--- src/rtl/sd_access_arbiter_pkg.sv ---
// rtl/sd_access_arbiter_pkg.sv - shared states, client indices and defaults for the SD access arbiter
package sd_access_arbiter_pkg;
   typedef enum logic [1:0] {
      ST_IDLE  = 2'b00,
      ST_ISSUE = 2'b01,
      ST_BUSY  = 2'b11,
      ST_DONE  = 2'b10
   } arb_state_t;

   localparam int CLIENT_ASSET    = 0;
   localparam int CLIENT_SCORE_RD = 1;
   localparam int CLIENT_SCORE_WR = 2;

   localparam int DEFAULT_TIMEOUT = 1024;

   function automatic int ptr_next(input int idx, input int n);
      return (idx + 1 >= n) ? 0 : idx + 1;
   endfunction
endpackage

--- src/rtl/sd_access_arbiter_rr_pick.sv ---
// rtl/sd_access_arbiter_rr_pick.sv - combinational round-robin selector, first request at or after the pointer
module sd_access_arbiter_rr_pick
   import sd_access_arbiter_pkg::*;
#(
   parameter int N     = 3,
   parameter int IDX_W = 2
) (
   input  logic [N-1:0]     i_req,
   input  logic [IDX_W-1:0] i_ptr,
   output logic [N-1:0]     o_onehot,
   output logic [IDX_W-1:0] o_idx,
   output logic             o_valid
);
   int w_j;

   always_comb begin
      o_onehot = '0;
      o_idx    = '0;
      o_valid  = 1'b0;
      w_j      = 0;
      for (int k = 0; k < N; k++) begin
         w_j = (int'(i_ptr) + k) % N;
         if (!o_valid && i_req[w_j[IDX_W-1:0]]) begin
            o_valid                 = 1'b1;
            o_onehot[w_j[IDX_W-1:0]] = 1'b1;
            o_idx                   = w_j[IDX_W-1:0];
         end
      end
   end
endmodule

--- src/rtl/sd_access_arbiter.sv ---
// rtl/sd_access_arbiter.sv - round-robin owner of the SD controller request/busy handshake
module sd_access_arbiter
   import sd_access_arbiter_pkg::*;
#(
   parameter int N_CLIENTS = 3,
   parameter int ADDR_W    = 32,
   parameter int DATA_W    = 16,
   parameter int TIMEOUT   = DEFAULT_TIMEOUT
) (
   input  logic                          CLK,
   input  logic                          RESET,
   input  logic [N_CLIENTS-1:0]          REQ,
   input  logic [N_CLIENTS-1:0]          REQ_WRITE,
   input  logic [N_CLIENTS*ADDR_W-1:0]   REQ_ADDR,
   input  logic [N_CLIENTS*DATA_W-1:0]   REQ_WDATA,
   output logic [N_CLIENTS-1:0]          GRANT,
   output logic [N_CLIENTS-1:0]          DONE,
   output logic [N_CLIENTS-1:0]          ERROR,
   output logic [DATA_W-1:0]             RDATA,
   input  logic                          SD_HAS_INITIALIZED,
   input  logic                          SD_IS_WRITING,
   input  logic                          SD_IS_READING,
   input  logic [DATA_W-1:0]             SD_READ_DATA,
   output logic                          SD_TO_WRITE,
   output logic                          SD_TO_READ,
   output logic [ADDR_W-1:0]             SD_ADDRESS,
   output logic [DATA_W-1:0]             SD_WRITE_DATA
);
   localparam int IDX_W = (N_CLIENTS > 1) ? $clog2(N_CLIENTS) : 1;
   localparam int CNT_W = $clog2(TIMEOUT + 1);

   arb_state_t           r_state;
   logic [IDX_W-1:0]     r_ptr;
   logic [IDX_W-1:0]     r_owner;
   logic                 r_write;
   logic [CNT_W-1:0]     r_tcnt;

   logic [N_CLIENTS-1:0] w_onehot;
   logic [IDX_W-1:0]     w_idx;
   logic                 w_valid;
   logic                 w_busy;
   logic                 w_accept;
   logic [IDX_W-1:0]     w_ptr_next;

   sd_access_arbiter_rr_pick #(
      .N     (N_CLIENTS),
      .IDX_W (IDX_W)
   ) u_rr_pick (
      .i_req    (REQ),
      .i_ptr    (r_ptr),
      .o_onehot (w_onehot),
      .o_idx    (w_idx),
      .o_valid  (w_valid)
   );

   // Only the busy flag matching the latched op advances the handshake.
   assign w_busy     = r_write ? SD_IS_WRITING : SD_IS_READING;
   assign w_accept   = w_valid && SD_HAS_INITIALIZED && !SD_IS_WRITING && !SD_IS_READING;
   assign w_ptr_next = IDX_W'(ptr_next(int'(r_owner), N_CLIENTS));

   always_ff @(posedge CLK) begin
      if (RESET) begin
         r_state       <= ST_IDLE;
         r_ptr         <= IDX_W'(CLIENT_ASSET);
         r_owner       <= '0;
         r_write       <= 1'b0;
         r_tcnt        <= '0;
         GRANT         <= '0;
         DONE          <= '0;
         ERROR         <= '0;
         RDATA         <= '0;
         SD_TO_WRITE   <= 1'b0;
         SD_TO_READ    <= 1'b0;
         SD_ADDRESS    <= '0;
         SD_WRITE_DATA <= '0;
      end else begin
         DONE  <= '0;
         ERROR <= '0;
         case (r_state)
            ST_IDLE: begin
               if (w_accept) begin
                  r_owner       <= w_idx;
                  r_write       <= REQ_WRITE[w_idx];
                  SD_ADDRESS    <= REQ_ADDR[w_idx*ADDR_W +: ADDR_W];
                  SD_WRITE_DATA <= REQ_WDATA[w_idx*DATA_W +: DATA_W];
                  GRANT         <= w_onehot;
                  SD_TO_WRITE   <= REQ_WRITE[w_idx];
                  SD_TO_READ    <= !REQ_WRITE[w_idx];
                  r_tcnt        <= '0;
                  r_state       <= ST_ISSUE;
               end
            end
            ST_ISSUE: begin
               if (w_busy) begin
                  SD_TO_WRITE <= 1'b0;
                  SD_TO_READ  <= 1'b0;
                  r_state     <= ST_BUSY;
               end else if (r_tcnt == CNT_W'(TIMEOUT - 1)) begin
                  ERROR       <= GRANT;
                  GRANT       <= '0;
                  SD_TO_WRITE <= 1'b0;
                  SD_TO_READ  <= 1'b0;
                  r_ptr       <= w_ptr_next;
                  r_state     <= ST_IDLE;
               end else begin
                  r_tcnt <= r_tcnt + 1'b1;
               end
            end
            ST_BUSY: begin
               if (!w_busy) begin
                  if (!r_write) begin
                     RDATA <= SD_READ_DATA;
                  end
                  DONE    <= GRANT;
                  r_state <= ST_DONE;
               end
            end
            ST_DONE: begin
               GRANT   <= '0;
               r_ptr   <= w_ptr_next;
               r_state <= ST_IDLE;
            end
            default: r_state <= ST_IDLE;
         endcase
      end
   end
endmodule

--- config.mk ---
export PLATFORM = sky130hd
export DESIGN_NAME = sd_access_arbiter
export DESIGN_NICKNAME = d
export VERILOG_FILES = /design/src/rtl/sd_access_arbiter_pkg.sv /design/src/rtl/sd_access_arbiter_rr_pick.sv /design/src/rtl/sd_access_arbiter.sv
export SDC_FILE = /design/constraint.sdc
export NUM_CORES = 1
export LEC_CHECK = 0
export ABC_CLOCK_PERIOD_IN_PS = 6700
export BUFFER_PORTS_ARGS = -buffer_cell sky130_fd_sc_hd__buf_4
export CORE_AREA = 2 2 131 133
export CTS_CLUSTER_SIZE = 8
export DETAILED_ROUTE_END_ITERATION = 8
export DIE_AREA = 0 0 133 135
export PLACE_DENSITY = 0.65
export SLEW_MARGIN = 15
export SYNTH_ARGS = -nofsm -noshare
export SYNTH_HDL_FRONTEND = slang
export SYNTH_SLANG_ARGS = --single-unit
--- constraint.sdc ---
create_clock -name CLK -period 6.7 [get_ports CLK]
set_input_delay 1.005 -clock CLK [delete_from_list [all_inputs] [get_ports CLK]]
set_output_delay 1.005 -clock CLK [all_outputs]
set_load 0.03 [all_outputs]
; Word level (Yosys, flattened, before mapping)
; Cells that the tools add are included.
[totals]
reg_bits = 93
latch_bits = 0
mem_count = 0
rom_bits = 0
ram_bits = 0
elab_cells = 120
[op_classes]
n_reduce_logical = 26
n_mux = 47
div_mod_pow = 3
shifts = 2
bitwise_logic = 7
n_eq_ne = 10
n_lt_le_gt_ge = 8
addsub = 4
multipliers = 0
[ops]
columns = cell, n
row1 = $shiftx 96x8->32, 1
row2 = $mod 32x3->32 const B, 2
row3 = $shiftx 48x7->16, 1
row4 = $mux 11, 3
row5 = $mod 3x3->32 const B, 1
row6 = $pmux 11 s2, 1
row7 = $mux 2, 10
row8 = $mux 3, 6
row9 = $mux 1, 15
row10 = $lt 2x3->1 const B, 4
row11 = $reduce_and 3->1, 4
row12 = $add 11x1->11 const B, 1
row13 = $eq 11x10->1 const B, 1
row14 = $ne 2x2->1 const B, 5
row15 = $pmux 3 s3, 1
row16 = $bmux 1 s2, 4
row17 = $logic_and 1x1->1, 8
row18 = $pmux 2 s4, 1
row19 = $reduce_and 4->1, 2
row20 = $add 2x1->3 const B, 2
row21 = $demux 1 s2, 3
row22 = $ge 2x1->1 const B, 3
row23 = $or 3x3->3, 2
row24 = $logic_not 1->1, 5
row25 = 14 further kinds, 21

; Depth between registers and ports, before layout
[depth]
word_depth = 15
depth_mapped = 11

; Hierarchy
; From an unflattened synthesis, not the netlist that was laid out.
[unflattened]
hier_cells = 621
area_unflattened_um2 = 4974.8
[by_module_without_submodules]
columns = mod, area_each_um2, instances, cells_per_inst, seq_area_each_um2
row1 = sd_access_arbiter, 4626.9, 1, 568, 1861.8
row2 = sd_access_arbiter_rr_pick, 347.8, 1, 53, 0.0

; Least setup slack after synthesis
; OpenSTA, ideal clock, no wires.
[synth_path]
path_type = input to register
start = in SD_IS_READING
end = reg r_tcnt[9]
stages = 5
setup_slack_ns = 4.065
required_time_ns = 6.584
arrival_ns = 2.518
setup_time_ns = 0.116
path_cell_list = nor3b_1 -> o31ai_4 -> a211oi_2 -> a311oi_1 -> a41o_1
[synth_via]
elab_chain_len = 4
elab_cells_between_ends = 6
cone_classes = 2 x eq/ne / 1 x mux / 3 x reduce/logical
[synth_lines]
columns = element, line
row1 = from (decl), sd_access_arbiter.sv:22  ; input logic SD_IS_READING,
row2 = $logic_not 1->1, sd_access_arbiter.sv:58  ; assign w_accept = w_valid && SD_HAS_INITIALIZED && !SD_IS_WRITING && !SD_IS_READING;
row3 = $logic_and 1x1->1, sd_access_arbiter.sv:58
row4 = $ne 2x2->1 (no line), --
row5 = $reduce_and 4->1 (no line) *, --
row6 = to (signal assigned), sd_access_arbiter.sv:106  ; r_tcnt <= r_tcnt + 1'b1;
row7 = to (decl), sd_access_arbiter.sv:36  ; logic [CNT_W-1:0] r_tcnt;
; Mark *: on every way between the ends. The rest lies on a longest branch, timed or not.
; A chain may end at the register's enable or synchronous reset.

; Final worst setup path
[layout_path]
start = reg r_ptr[0]
end = reg SD_TO_WRITE
[layout_via]
elab_chain_len = 15
elab_cells_between_ends = 30
cone_classes = 2 x add/sub / 3 x div / 1 x eq/ne / 16 x mux / 8 x reduce/logical
[layout_lines]
columns = element, line
row1 = from (decl), sd_access_arbiter.sv:33  ; logic [IDX_W-1:0] r_ptr;
row2 = from (signal assigned), sd_access_arbiter.sv:64  ; r_ptr <= IDX_W'(CLIENT_ASSET);
row3 = from (signal assigned), sd_access_arbiter.sv:103  ; r_ptr <= w_ptr_next;
row4 = from (signal assigned), sd_access_arbiter.sv:120  ; r_ptr <= w_ptr_next;
row5 = branches (longest 15 deep; another with $mod 32x3->32), --
row6 = to (signal assigned), sd_access_arbiter.sv:87  ; SD_TO_WRITE <= REQ_WRITE[w_idx];
row7 = to (decl), sd_access_arbiter.sv:24  ; output logic SD_TO_WRITE,
; Parallel ways; which one is timed is not known. The select of a mux whose other input is x is not followed.

==> flow_summary.json <==
{
  "nets": 940,
  "setup_viol_count_final": 0,
  "status": "finished, final reports clean",
  "max_freq_ghz": 0.333,
  "synth_edf_count": 0,
  "drt_first_pass_iters": 4,
  "reg2reg_from": "r_ptr[0]$_SDFFE_PP0P_",
  "core_um2": 16400,
  "die_w_um": 133,
  "ys_warn_count": 0,
  "arrival_ps": 3260,
  "antenna_found_initial": 0,
  "p_int_mw": 1.04,
  "p_total_mw": 1.44,
  "io_buffers": 245,
  "final_antenna_net_count": 0,
  "grt_max_degree": 53,
  "path_cells": "inv_1, ha_1, mux2_4, a22o_4, nor2_2, o41a_2, buf_4, mux2_4, o32ai_2",
  "period_share_pct": 44.8,
  "worst-path-max-fanout": 52,
  "ctsHtreeMaxLevel": 3,
  "setup_tns_ps": 0,
  "num_vias": 4508,
  "grt_pass1_wl_mm": 22.1,
  "start_util_pct": 29.9,
  "drt-initial-drc-count": 130,
  "final_common_cell": "buf_4",
  "cts_tree": "done",
  "path_clk_slew_ps": 60,
  "num_antenna_cells": 0,
  "rrSetupSlack_ps": 3700,
  "criticalPathCategory": "flip-flop to flip-flop",
  "postCtsHoldBufs": 0,
  "cts_resized": 0,
  "dp.final_hpwl_mm": 10.5,
  "post_cts.repair.setup_buffers": 0,
  "fin_worst_skew_ps": 9.74,
  "path_common_cell": "mux2_4",
  "area_delta_synth_final_pct": 45.7,
  "wire_per_inst_um": 14.2,
  "num_rows": 47,
  "slowest_stage": "buf_4",
  "power.switching_mw": 0.398,
  "yosysSeqAreaShare_pct": 37.9,
  "endpoint_kind": "flip-flop",
  "placed_cell_area_um2": 6870,
  "worst_path_largest_cell_delay_ps": 640,
  "pwr-share-seq_pct": 40.9,
  "powerDensity_nw_per_um2": 201,
  "gp_congestion": 0.737,
  "clockRootBuffer": "clkbuf_16",
  "rsz0062_at_grt": "false",
  "clock_latency_ps": 350,
  "postSynthCellCount": 536,
  "comb_power_share_pct": 24.0,
  "fin_area_um2": 7150,
  "worst_pin_slew_ps": 931,
  "hold_viol": 0,
  "max-vdd-ir-drop_v": 0.000144,
  "crit_required_ps": 6960,
  "die-area_um2": 18000,
  "grt_overflow_total": 0,
  "hp-class": "flip-flop to flip-flop",
  "ys_seq_elements": 93,
  "io_pins": 246,
  "cts_buffer_depth": 2,
  "final_layout_size_suffix_gt1_share_pct": 43.0,
  "swShare_pct": 27.7,
  "grt_pass1_vias": 4396,
  "clockPowerShare_pct": 35.1,
  "cap_violations": 0,
  "synth_flop_cell": "dfxtp_1",
  "cts_num_sinks": 93,
  "syn_nets": 716,
  "avgSynthCellArea_um2": 9.16,
  "startpoint": "r_ptr[0]$_SDFFE_PP0P_",
  "cts_buffers": 9,
  "fillCellCount": 1649,
  "async_flop_share_pct": 0,
  "die_y_um": 135,
  "drt-total-wl_mm": 14.0,
  "layout_common_cells": "buf_4 (247), dfxtp_1 (93), nand2_1 (89)",
  "route.detailed.drc": 0,
  "start_kind": "flip-flop",
  "min_period_ps": 3000,
  "netlist_area_um2": 4910,
  "grt.total_usage_pct": 15.5,
  "leakage_nw": 3.27,
  "slew_headroom_pct": 37.9,
  "slew_violations": 0,
  "worstHoldStart": "r_tcnt[10]$_SDFFE_PP0P_",
  "post_drt_via_cell_ratio": 4.58,
  "synth.distinct_cells": 59
}
==> power by group through the flow <==
stage	sequential (mW)	combinational (mW)	clock [mW]
finish	0.587	0.344	0.503
global route	0.590	0.376	0.547
CTS	0.588	0.348	0.522
detailed placement	0.600	0.348	0
global placement	0.599	0.346	0
floorplan	0.631	0.178	0
==> final cells by class <==
cell class                 instances  area, um^2  share of cell area [%]
clock buffer                      12         236                    3.31
clock inverter                     4        48.8                   0.682
inverter                          14        52.6                   0.735
multi-input combinational        395        2820                    39.5
sequential                        93        1860                    26.0
tap                              220         275                    3.85
timing repair buffer             247        1850                    25.9
==> cells in the mapped netlist (4+ instances only) <==
cell type / number / area share [%]
a211oi_1: 4 / 0.61
a21oi_1: 23 / 2.3
and2_1: 9 / 1.1
buf_2: 13 / 1.3
buf_4: 7 / 1.1
clkbuf_1: 12 / 0.92
dfxtp_1: 93 / 38
ha_1: 9 / 2.3
inv_1: 14 / 1.1
mux2_2: 49 / 11
mux2i_1: 57 / 12
nand2_1: 89 / 6.8
nand2b_1: 5 / 0.64
nand3_1: 6 / 0.61
nor2_1: 26 / 2.0
nor2b_1: 6 / 0.76
o21ai_0: 44 / 4.5
o21ai_1: 11 / 1.1
xnor2_1: 5 / 0.89
==> per-stage QoR <==
| stage | hold slack, ps | std cells | utilization (%) | setup slack [ps] |
|---|---|---|---|---|
| 2_1_floorplan | 411 | 536 | - | 4070 |
| 3_3_place_gp | 421 | 969 | 41.9 | 3380 |
| 3_5_place_dp | 423 | 969 | 41.9 | 3360 |
| 4_1_cts | 434 | 985 | 43.6 | 3640 |
| 5_1_grt | 468 | 985 | 43.6 | 3390 |
| 6_report | 434 | 985 | 43.6 | 3700 |
==> cells by family (layout without fill, tap and decap cells) <==
kind of cell / after synthesis / count (layout) / synth area share, %
adders and majority gates: 9 / 9 / 2.29
muxes: 110 / 110 / 24.2
and+or+nand+nor: 159 / 159 / 14.6
AOI/OAI and AO/OA: 112 / 112 / 15.2
xor gates and xnor gates: 5 / 5 / 0.892
buffers and inverters: 48 / 277 / 4.84
DFF: 93 / 93 / 37.9
==> final timing paths <==
check,end,cells past startpoint
setup / recovery,SD_TO_WRITE$_SDFFE_PP0P_,9
hold / removal,r_tcnt[10]$_SDFFE_PP0P_,2
setup reg to reg,SD_TO_WRITE$_SDFFE_PP0P_,9
hold reg to reg,r_tcnt[10]$_SDFFE_PP0P_,2
==> registers in the layout (all words and copies together), names as in the netlist <==
register,count
DONE,3
ERROR,3
GRANT,3
RDATA,16
SD_ADDRESS,32
SD_TO_READ,1
SD_TO_WRITE,1
SD_WRITE_DATA,16
r_owner,2
r_ptr,2
r_state,2
r_tcnt,11
r_write,1
==> layer usage <==
layer	global-route usage, %	wire length (um)	vias to the layer above
li1	-	-	2312
met3	4.47	1040	16
met4	5.62	210	0
met1	17.8	5740	2015
met5	0	0	-
met2	27.4	6970	165
==> critical path: cells and delay by family, from the launching register on <==
kind | cells | cell delay, ps
fa+ha+maj | 1 | 380
mux | 2 | 710
compound gates | 3 | 660
flops | 1 | 330
simple gates | 1 | 110
buf+inv | 2 | 720
No activity file was read; power rests on OpenSTA's default activity.
